File: src/rtl/atm_light_recip_select_pkg.sv
// rtl/atm_light_recip_select_pkg.sv - shared constants, select codes and FSM encoding
package atm_light_recip_select_pkg;

  localparam int DEF_A_W     = 8;
  localparam int DEF_INV_W   = 14;
  localparam int INV_SAT     = (1 << DEF_INV_W) - 1;
  localparam int ALR_LATENCY = 47;

  localparam logic [1:0] SEL_R = 2'b00;
  localparam logic [1:0] SEL_G = 2'b01;
  localparam logic [1:0] SEL_B = 2'b10;

  typedef enum logic [1:0] {
    ST_IDLE   = 2'b00,
    ST_CMP    = 2'b01,
    ST_DIV    = 2'b10,
    ST_COMMIT = 2'b11
  } alr_state_t;

endpackage

File: src/rtl/atm_light_recip_select_div.sv
// rtl/atm_light_recip_select_div.sv - recip_div_serial: restoring divider, 2^INV_W / divisor
// The load edge already resolves the first quotient bit, so a result takes INV_W+1 edges.
module recip_div_serial
  import atm_light_recip_select_pkg::*;
#(
  parameter int A_W   = DEF_A_W,
  parameter int INV_W = DEF_INV_W
) (
  input  logic             clk,
  input  logic             rst_n,
  input  logic             load,
  input  logic [A_W-1:0]   divisor,
  output logic             busy,
  output logic             q_valid,
  output logic [INV_W:0]   quotient
);

  localparam int CW = $clog2(INV_W + 1);
  localparam logic [INV_W:0] DVD_INIT = {1'b1, {INV_W{1'b0}}};

  logic [A_W-1:0] r_rem;
  logic [INV_W:0] r_dvd;
  logic [INV_W:0] r_quo;
  logic [A_W-1:0] r_d;
  logic [CW-1:0]  r_cnt;
  logic           r_busy;
  logic           r_q_valid;

  logic [A_W-1:0] w_rem_src;
  logic [INV_W:0] w_dvd_src;
  logic [INV_W:0] w_quo_src;
  logic [A_W-1:0] w_d_src;
  logic [A_W:0]   w_trial;
  logic           w_ge;
  logic [A_W:0]   w_rem_nxt;
  logic [INV_W:0] w_quo_nxt;

  always_comb begin
    w_rem_src = load ? '0 : r_rem;
    w_dvd_src = load ? DVD_INIT : r_dvd;
    w_quo_src = load ? '0 : r_quo;
    w_d_src   = load ? divisor : r_d;
    w_trial   = {w_rem_src, w_dvd_src[INV_W]};
    w_ge      = (w_trial >= {1'b0, w_d_src});
    w_rem_nxt = w_ge ? (w_trial - {1'b0, w_d_src}) : w_trial;
    w_quo_nxt = {w_quo_src[INV_W-1:0], w_ge};
  end

  always_ff @(posedge clk or negedge rst_n) begin
    if (!rst_n) begin
      r_rem     <= '0;
      r_dvd     <= '0;
      r_quo     <= '0;
      r_d       <= '0;
      r_cnt     <= '0;
      r_busy    <= 1'b0;
      r_q_valid <= 1'b0;
    end else if (load) begin
      r_rem     <= w_rem_nxt[A_W-1:0];
      r_dvd     <= {w_dvd_src[INV_W-1:0], 1'b0};
      r_quo     <= w_quo_nxt;
      r_d       <= divisor;
      r_cnt     <= CW'(INV_W);
      r_busy    <= 1'b1;
      r_q_valid <= 1'b0;
    end else if (r_busy) begin
      r_rem <= w_rem_nxt[A_W-1:0];
      r_dvd <= {w_dvd_src[INV_W-1:0], 1'b0};
      r_quo <= w_quo_nxt;
      r_cnt <= r_cnt - CW'(1);
      if (r_cnt == CW'(1)) begin
        r_busy    <= 1'b0;
        r_q_valid <= 1'b1;
      end
    end else begin
      r_q_valid <= 1'b0;
    end
  end

  assign busy     = r_busy;
  assign q_valid  = r_q_valid;
  assign quotient = r_quo;

endmodule

File: src/rtl/atm_light_recip_select.sv
// rtl/atm_light_recip_select.sv - per-frame atmospheric light argmin select and reciprocals
// Optional omega=15/16 output scaling: ATM_OMEGA_PRESCALE_EN.
module atm_light_recip_select
  import atm_light_recip_select_pkg::*;
#(
  parameter int A_W   = DEF_A_W,
  parameter int INV_W = DEF_INV_W
) (
  input  logic             clk,
  input  logic             rst_n,
  input  logic             start,
  input  logic [A_W-1:0]   A_R,
  input  logic [A_W-1:0]   A_G,
  input  logic [A_W-1:0]   A_B,
  output logic             busy,
  output logic             done,
  output logic [1:0]       sel,
  output logic [INV_W-1:0] Inv_AR,
  output logic [INV_W-1:0] Inv_AG,
  output logic [INV_W-1:0] Inv_AB
);

  localparam logic [INV_W-1:0] SAT = {INV_W{1'b1}};

  alr_state_t       r_state;
  logic [A_W-1:0]   r_a_r, r_a_g, r_a_b;
  logic [1:0]       r_sel_pend;
  logic [1:0]       r_ch;
  logic [INV_W-1:0] r_q_r, r_q_g, r_q_b;
  logic             r_busy, r_done;
  logic [1:0]       r_sel;
  logic [INV_W-1:0] r_inv_r, r_inv_g, r_inv_b;

  logic             w_load;
  logic [1:0]       w_load_ch;
  logic [A_W-1:0]   w_load_a;
  logic [A_W-1:0]   w_cur_a;
  logic             w_div_busy;
  logic             w_q_valid;
  logic [INV_W:0]   w_quo;
  logic [INV_W-1:0] w_q_sat;
  logic [1:0]       w_argmin;
  logic [INV_W-1:0] w_c_r, w_c_g, w_c_b;

  // The next channel is loaded on the same edge that retires the current one.
  always_comb begin
    w_load_ch = (r_state == ST_CMP) ? 2'd0 : (r_ch + 2'd1);
    w_load    = (r_state == ST_CMP) || ((r_state == ST_DIV) && w_q_valid && (r_ch != 2'd2));
    case (w_load_ch)
      2'd0:    w_load_a = r_a_r;
      2'd1:    w_load_a = r_a_g;
      default: w_load_a = r_a_b;
    endcase
    case (r_ch)
      2'd0:    w_cur_a = r_a_r;
      2'd1:    w_cur_a = r_a_g;
      default: w_cur_a = r_a_b;
    endcase
    w_q_sat = ((w_cur_a == '0) || (w_quo > {1'b0, SAT})) ? SAT : w_quo[INV_W-1:0];
    if ((r_a_r <= r_a_g) && (r_a_r <= r_a_b))
      w_argmin = SEL_R;
    else if (r_a_g <= r_a_b)
      w_argmin = SEL_G;
    else
      w_argmin = SEL_B;
  end

`ifdef ATM_OMEGA_PRESCALE_EN
  assign w_c_r = r_q_r - (r_q_r >> 4);
  assign w_c_g = r_q_g - (r_q_g >> 4);
  assign w_c_b = r_q_b - (r_q_b >> 4);
`else
  assign w_c_r = r_q_r;
  assign w_c_g = r_q_g;
  assign w_c_b = r_q_b;
`endif

  recip_div_serial #(.A_W(A_W), .INV_W(INV_W)) u_div (
    .clk      (clk),
    .rst_n    (rst_n),
    .load     (w_load),
    .divisor  (w_load_a),
    .busy     (w_div_busy),
    .q_valid  (w_q_valid),
    .quotient (w_quo)
  );

  // busy stays up through the done cycle and drops at the following IDLE edge.
  always_ff @(posedge clk or negedge rst_n) begin
    if (!rst_n) begin
      r_state    <= ST_IDLE;
      r_a_r      <= '0;
      r_a_g      <= '0;
      r_a_b      <= '0;
      r_sel_pend <= SEL_R;
      r_ch       <= 2'd0;
      r_q_r      <= '0;
      r_q_g      <= '0;
      r_q_b      <= '0;
      r_busy     <= 1'b0;
      r_done     <= 1'b0;
      r_sel      <= SEL_R;
      r_inv_r    <= SAT;
      r_inv_g    <= SAT;
      r_inv_b    <= SAT;
    end else begin
      case (r_state)
        ST_IDLE: begin
          r_done <= 1'b0;
          if (start && !w_div_busy) begin
            r_a_r   <= A_R;
            r_a_g   <= A_G;
            r_a_b   <= A_B;
            r_ch    <= 2'd0;
            r_busy  <= 1'b1;
            r_state <= ST_CMP;
          end else begin
            r_busy <= 1'b0;
          end
        end
        ST_CMP: begin
          r_sel_pend <= w_argmin;
          r_state    <= ST_DIV;
        end
        ST_DIV: begin
          if (w_q_valid) begin
            case (r_ch)
              2'd0: begin
                r_q_r <= w_q_sat;
                r_ch  <= 2'd1;
              end
              2'd1: begin
                r_q_g <= w_q_sat;
                r_ch  <= 2'd2;
              end
              default: begin
                r_q_b   <= w_q_sat;
                r_state <= ST_COMMIT;
              end
            endcase
          end
        end
        ST_COMMIT: begin
          r_sel   <= r_sel_pend;
          r_inv_r <= w_c_r;
          r_inv_g <= w_c_g;
          r_inv_b <= w_c_b;
          r_done  <= 1'b1;
          r_state <= ST_IDLE;
        end
        default: r_state <= ST_IDLE;
      endcase
    end
  end

  assign busy   = r_busy;
  assign done   = r_done;
  assign sel    = r_sel;
  assign Inv_AR = r_inv_r;
  assign Inv_AG = r_inv_g;
  assign Inv_AB = r_inv_b;

endmodule

File: config.mk
export PLATFORM = sky130hd
export DESIGN_NAME = atm_light_recip_select
export DESIGN_NICKNAME = d
export VERILOG_FILES = /design/src/rtl/atm_light_recip_select_pkg.sv /design/src/rtl/atm_light_recip_select_div.sv /design/src/rtl/atm_light_recip_select.sv
export SDC_FILE = /design/constraint.sdc
export NUM_CORES = 1
export LEC_CHECK = 0
export CAP_MARGIN = 20
export CORE_MARGIN = 3
export CORE_UTILIZATION = 48
export DETAILED_ROUTE_END_ITERATION = 6
export PLACE_DENSITY = 0.71
export SYNTH_ARGS = -nofsm -noshare
export SYNTH_HDL_FRONTEND = slang
export SYNTH_HIERARCHICAL = 1
export SYNTH_SLANG_ARGS = --single-unit
File: constraint.sdc
create_clock -name clk -period 4.7 [get_ports clk]
set_input_delay 0.94 -clock clk [delete_from_list [all_inputs] [get_ports clk]]
set_output_delay 0.94 -clock clk [all_outputs]
set_load 0.03 [all_outputs]
# After elaboration in Yosys (flattened, before gate mapping)
# Index checks and enable logic that the tools add are counted.
# word_totals
register_bits,170
latchBits,0
ramBits,0
mem_bits_ro,0
inputBits,27
out_inout_bits,46
word_cells,99
memories,0
# op_classes
n_addsub,3
multipliers,0
div,0
order_cmp,5
n_eq_ne,12
shift,0
mux,35
n_bitwise,1
reduce_logical,21
# op_table
operator,n
$mux 15,5
$mux 8,5
$pmux 8 s2,2
$mux 14,2
$le 8x8->1,3
$mux 2,8
$gt 15x14->1 const B,1
$reduce_and 3->1,4
$ge 9x8->1,1
$logic_not 8->1,1
$mux 4,2
$pmux 2 s2,2
$pmux 2 s4,1
$sub 8x8->8,1
$mux 1,7
$eq 2x1->1 const B,3
$logic_not 2->1,3
$ne 2x2->1 const B,3
$reduce_bool 2->1,3
$eq 2x2->1 const B,2
$eq 4x1->1 const B,1
$logic_and 1x1->1,4
$reduce_and 4->1,1
$sub 4x1->4 const B,1
10 further kinds,11

# Depth between registers and ports, before layout
# depth
depth_word,9
mapped_depth,15
depth_no_buf,12

# Cells and area by module
# The synthesis kept the hierarchy.
# modules_own_cells
module,instances,cells_per_inst,area_each_um2,seq_area_each_um2
atm_light_recip_select,1,454,5425.2,3005.4
recip_div_serial,1,188,1999.4,925.9

# Worst setup path before layout
# Ideal clock, no wire load.
# synth_path
path_kind,flip-flop to flip-flop
from,register r_state[1]
to,register u_div.r_rem[7]
setup_time_ns,0.126
t_arrival_ns,3.714
t_required_ns,4.574
setup_slack_ns,0.860
path_stages_with_launch,14
n_path_buf,3
synth_period_minus_slack_ns,3.840
cell_sequence,dfrtp_1 > inv_1 > ha_1 > clkbuf_1 > o21bai_1 > clkbuf_1 > buf_2 > mux2i_1 > ha_1 > and2_4 > a221o_1 > a221oi_4 > a21oi_2 > a221o_1
# synth_between
elab_chain_cells,9
word_cells_on_any_way,18
classes_between,1 x add/sub; 1 x order compare; 3 x eq/ne; 8 x mux; 5 x reduce/logical
# synth_lines
item,line,source
"start, declared",atm_light_recip_select.sv:25,alr_state_t r_state;
"start signal, assigned",atm_light_recip_select.sv:91,r_state <= ST_IDLE;
"start signal, assigned",atm_light_recip_select.sv:116,r_state <= ST_CMP;
"start signal, assigned",atm_light_recip_select.sv:123,r_state <= ST_DIV;
$eq 2x2->1,atm_light_recip_select.sv:48,w_load = (r_state == ST_CMP) || ((r_state == ST_DIV) && w_q_valid && (r_ch != 2'd2));
$logic_and 1x1->1 (2 in series),atm_light_recip_select.sv:48,
$logic_or 1x1->1 (*),atm_light_recip_select.sv:48,
net w_load,atm_light_recip_select.sv:34,logic w_load;
"$mux 15, or another cell as far along",atm_light_recip_select_div.sv:40,w_dvd_src = load ? DVD_INIT : r_dvd;
$sub 8x8->8 / $ge 9x8->1 (equally long branches),"atm_light_recip_select_div.sv:45, atm_light_recip_select_div.sv:44",
$mux 8,atm_light_recip_select_div.sv:45,"w_rem_nxt = w_ge ? (w_trial - {1'b0, w_d_src}) : w_trial;"
$mux 8,atm_light_recip_select_div.sv:66,end else if (r_busy) begin
$mux 8,atm_light_recip_select_div.sv:58,end else if (load) begin
"end signal, assigned",atm_light_recip_select_div.sv:59,r_rem <= w_rem_nxt[A_W-1:0];
"end signal, assigned",atm_light_recip_select_div.sv:67,r_rem <= w_rem_nxt[A_W-1:0];
"end, declared",atm_light_recip_select_div.sv:21,logic [A_W-1:0] r_rem;
# The timed path passes the listed nets; every way through them passes the cells marked *. The select of a mux whose other input is x is not followed.
# A chain may end at the register's enable or synchronous reset.

# Worst setup path in the final report
# layout_path
from,register r_state[0]
to,register u_div.r_rem[4]
# Same word-level chain as after synthesis.

==> flow_metrics.tcl <==
set metrics [dict create \
    status "finished, final reports clean" \
    gp_congestion 0.9005 \
    synthSimpleGateAreaFrac 0.1077 \
    dp_hpwl_um 11130 \
    cts_buffer_depth 2 \
    synth_top_family_by_area "multiplexers" \
    maxCapViolations 0 \
    globalRouteOverflowTotal 0 \
    synthAdderAreaFrac 0.07010 \
    io_buffers 72 \
    setup_ws_ps 648.8 \
    die_y_um 130.4 \
    finalHoldViolCount 0 \
    cts.repair.resized 0 \
    diodes 0 \
    pin_count 73 \
    syn_area_per_cell_um2 11.56 \
    grt_max_degree 107 \
    track_usage 0.1932 \
    first_pass_iters 5 \
    pwr-share-seq 0.331 \
    switching_share 0.4119 \
    startpoint_type "flop" \
    synthFlopType "dfrtp_1" \
    worstPathRequired_ps 5060 \
    ys_warn_count 6 \
    p_sw_w 0.002879 \
    synth_cells 642 \
    synth_edf_count 0 \
    clkTransAtPathRegs_ps 70 \
    pwr-share-comb 0.477 \
    initial_core_util 0.5014 \
    post-route-period-util 0.8620 \
    power.total_w 0.006989 \
    wirelength_um 15410 \
    worstPathArrival_ps 4410 \
    rows 44 \
    syn-num-nets 710 \
    fmax_mhz 246.8 \
    rsz0062_at_grt "false" \
    synthMuxAreaShare 0.1345 \
    maxSlewViolCount 0 \
    tritoncts "done" \
    worst_setup_path_end_kind "flop" \
    power.internal_w 0.004110 \
    yosysUniqueCellTypes 59 \
    worst_pin_slew_ps 1047 \
    hold_ws_ps 485.6 \
    setup_viol 0 \
    drc_errors 0 \
    drt-initial-drc-count 273 \
    cts_buffers 17 \
    synth_xor_xnor_area_share 0.009437 \
    fin_tns_setup_ps 0 \
    syn_area_um2 7425 \
    slew_headroom 0.3003 \
    clkLatencyLatePin_ps 420 \
    grt_pass1_vias 5063 \
    final_common_cell "dfrtp_1" \
    pwr-share-clk 0.192 \
    worst_hold_path_type "flop to flop" \
    ys_seq_elements 155 \
    p_leak_nw 4.041 \
    syn2layout_area_growth_pct 20.61 \
    vias_per_cell 5.526 \
    dp_slack_ps 707.0 \
    clock-sinks 155 \
    min_period_ps 4051 \
    drive_gt1_frac 0.2462 \
    die_area_um2 17000 \
    synth-compound-area-share 0.1144 \
    ys_seq_area_frac 0.5295 \
    cts_hold_buf 0 \
    wl_per_cell_um 16.92 \
    finClkSkew_ps 13.16 \
    cts-root-buf "clkbuf_16" \
    ant_nets 0 \
    antenna_found_initial 0 \
    mostFrequentLayoutCells "dfrtp_1 (113), clkdlybuf4s50_1 (71), mux2_2 (70), nand2_1 (58), dfstp_2 (42)" \
    worst-path-max-fanout 16 \
    htreeDepth 4 \
    die_x_um 130.4 \
    core_um2 14810 \
    fin_nets 782 \
    vias 5034 \
    ir_drop_uv 481.7 \
    powerDensity_nw_per_um2 780.5 \
    worstSetupPathType "flop to flop" \
    postCtsSetupBuffers 0 \
    grt_pass1_wl_um 25890 \
    async_flop_share 1.000 \
]
==> final timing paths <==
kind | startpoint | end | slack (ps) | cells after the start
max in group asynchronous | rst_n | Inv_AR[6] | 3110 | 2
worst max register to register | r_state[0] | u_div/r_rem[4] | 650 | 12
worst min-delay path | r_q_r[0] | r_q_r[0] | 490 | 2
worst min register to register | r_q_r[0] | r_q_r[0] | 490 | 2
min in group asynchronous | rst_n | r_q_g[13] | 640 | 1
worst max-delay path | r_state[0] | u_div/r_rem[4] | 650 | 12
==> logic make-up (layout without fill, tap and decap cells) <==
kind of cell             count (synthesis)  in the layout
XOR/XNOR                                 8              8
AND/OR/NAND/NOR                        154            154
buffers and inverters                   61            146
adder cells (fa/ha/maj)                 41             41
flip-flops                             155            155
AO/OA/AOI/OAI                          132            132
multiplexers                            91             91
==> final cells by class <==
type	instances	area [µm²]
Multi-Input combinational cell	426	3244
Timing Repair Buffer	81	834.6
Clock buffer	17	425.4
Clock inverter	15	165.2
Fill cell	1172	5854
Tap cell	184	230.2
Inverter	33	123.9
Sequential cell	155	3931
==> registers in the layout (all words and copies together) (netlist names) <==
name	flops
u_div/quotient	15
Inv_AB	14
Inv_AG	14
Inv_AR	14
r_q_b	14
r_q_g	14
r_q_r	14
r_a_b	8
r_a_g	8
r_a_r	8
u_div/r_d	8
u_div/r_rem	8
u_div/r_cnt	4
r_ch	2
r_sel_pend	2
r_state	2
sel	2
busy	1
done	1
u_div/busy	1
u_div/q_valid	1
==> cells in the mapped netlist (4+ instances only) <==
| cell type | instances | area [µm²] |
|---|---|---|
| inv_1 | 33 | 123.9 |
| nor2_1 | 30 | 112.6 |
| a221o_1 | 5 | 50.05 |
| ha_1 | 40 | 500.5 |
| nand2b_1 | 5 | 31.28 |
| clkbuf_1 | 23 | 86.33 |
| nor4_1 | 4 | 25.02 |
| o21ai_1 | 27 | 135.1 |
| dfstp_2 | 42 | 1104 |
| nand4_1 | 7 | 43.79 |
| dfrtp_1 | 113 | 2828 |
| a22oi_1 | 16 | 120.1 |
| o21ai_2 | 5 | 43.79 |
| nand3_1 | 4 | 20.02 |
| nor2_4 | 9 | 101.4 |
| nand2_1 | 58 | 217.7 |
| o21ai_0 | 25 | 125.1 |
| a21oi_1 | 26 | 130.1 |
| xnor2_1 | 6 | 52.55 |
| and2_1 | 8 | 50.05 |
| nor2b_1 | 18 | 112.6 |
| mux2i_1 | 21 | 210.2 |
| mux2_2 | 70 | 788.3 |
==> metrics by stage <==
stage                     instances  area (µm²)    util
after floorplan                 642        7425       -
after global placement          875        8289  0.5597
after detailed placement        875        8289  0.5597
after CTS                       907        8880  0.5996
after global routing            911        8955  0.6047
final                           911        8955  0.6047
==> routing by layer <==
metal  wire length, µm  GRT usage
met5                 0          0
met4               253    0.07018
met3               596    0.03537
met2              7415     0.3063
met1              7148     0.2684
==> power by group through the flow <==
stage | Combinational [W] | Clock (W) | Sequential, W
after floorplan | 0.00233 | 0 | 0.00242
after global placement | 0.00320 | 0 | 0.00232
after detailed placement | 0.00332 | 0 | 0.00234
after CTS | 0.00334 | 0.00137 | 0.00231
after global routing | 0.00370 | 0.00143 | 0.00238
final | 0.00334 | 0.00134 | 0.00231
==> worst max-delay path, stage by stage (launching register included) <==
cell,delay [ps]
dfrtp_1,420
inv_1,100
ha_1,330
nand2_1,150
o21bai_2,560
buf_4,330
mux2i_1,270
ha_1,320
a21oi_1,250
o21ai_1,190
a221oi_4,440
and2_1,410
a311o_1,220
(Power assumes the default switching activity.)
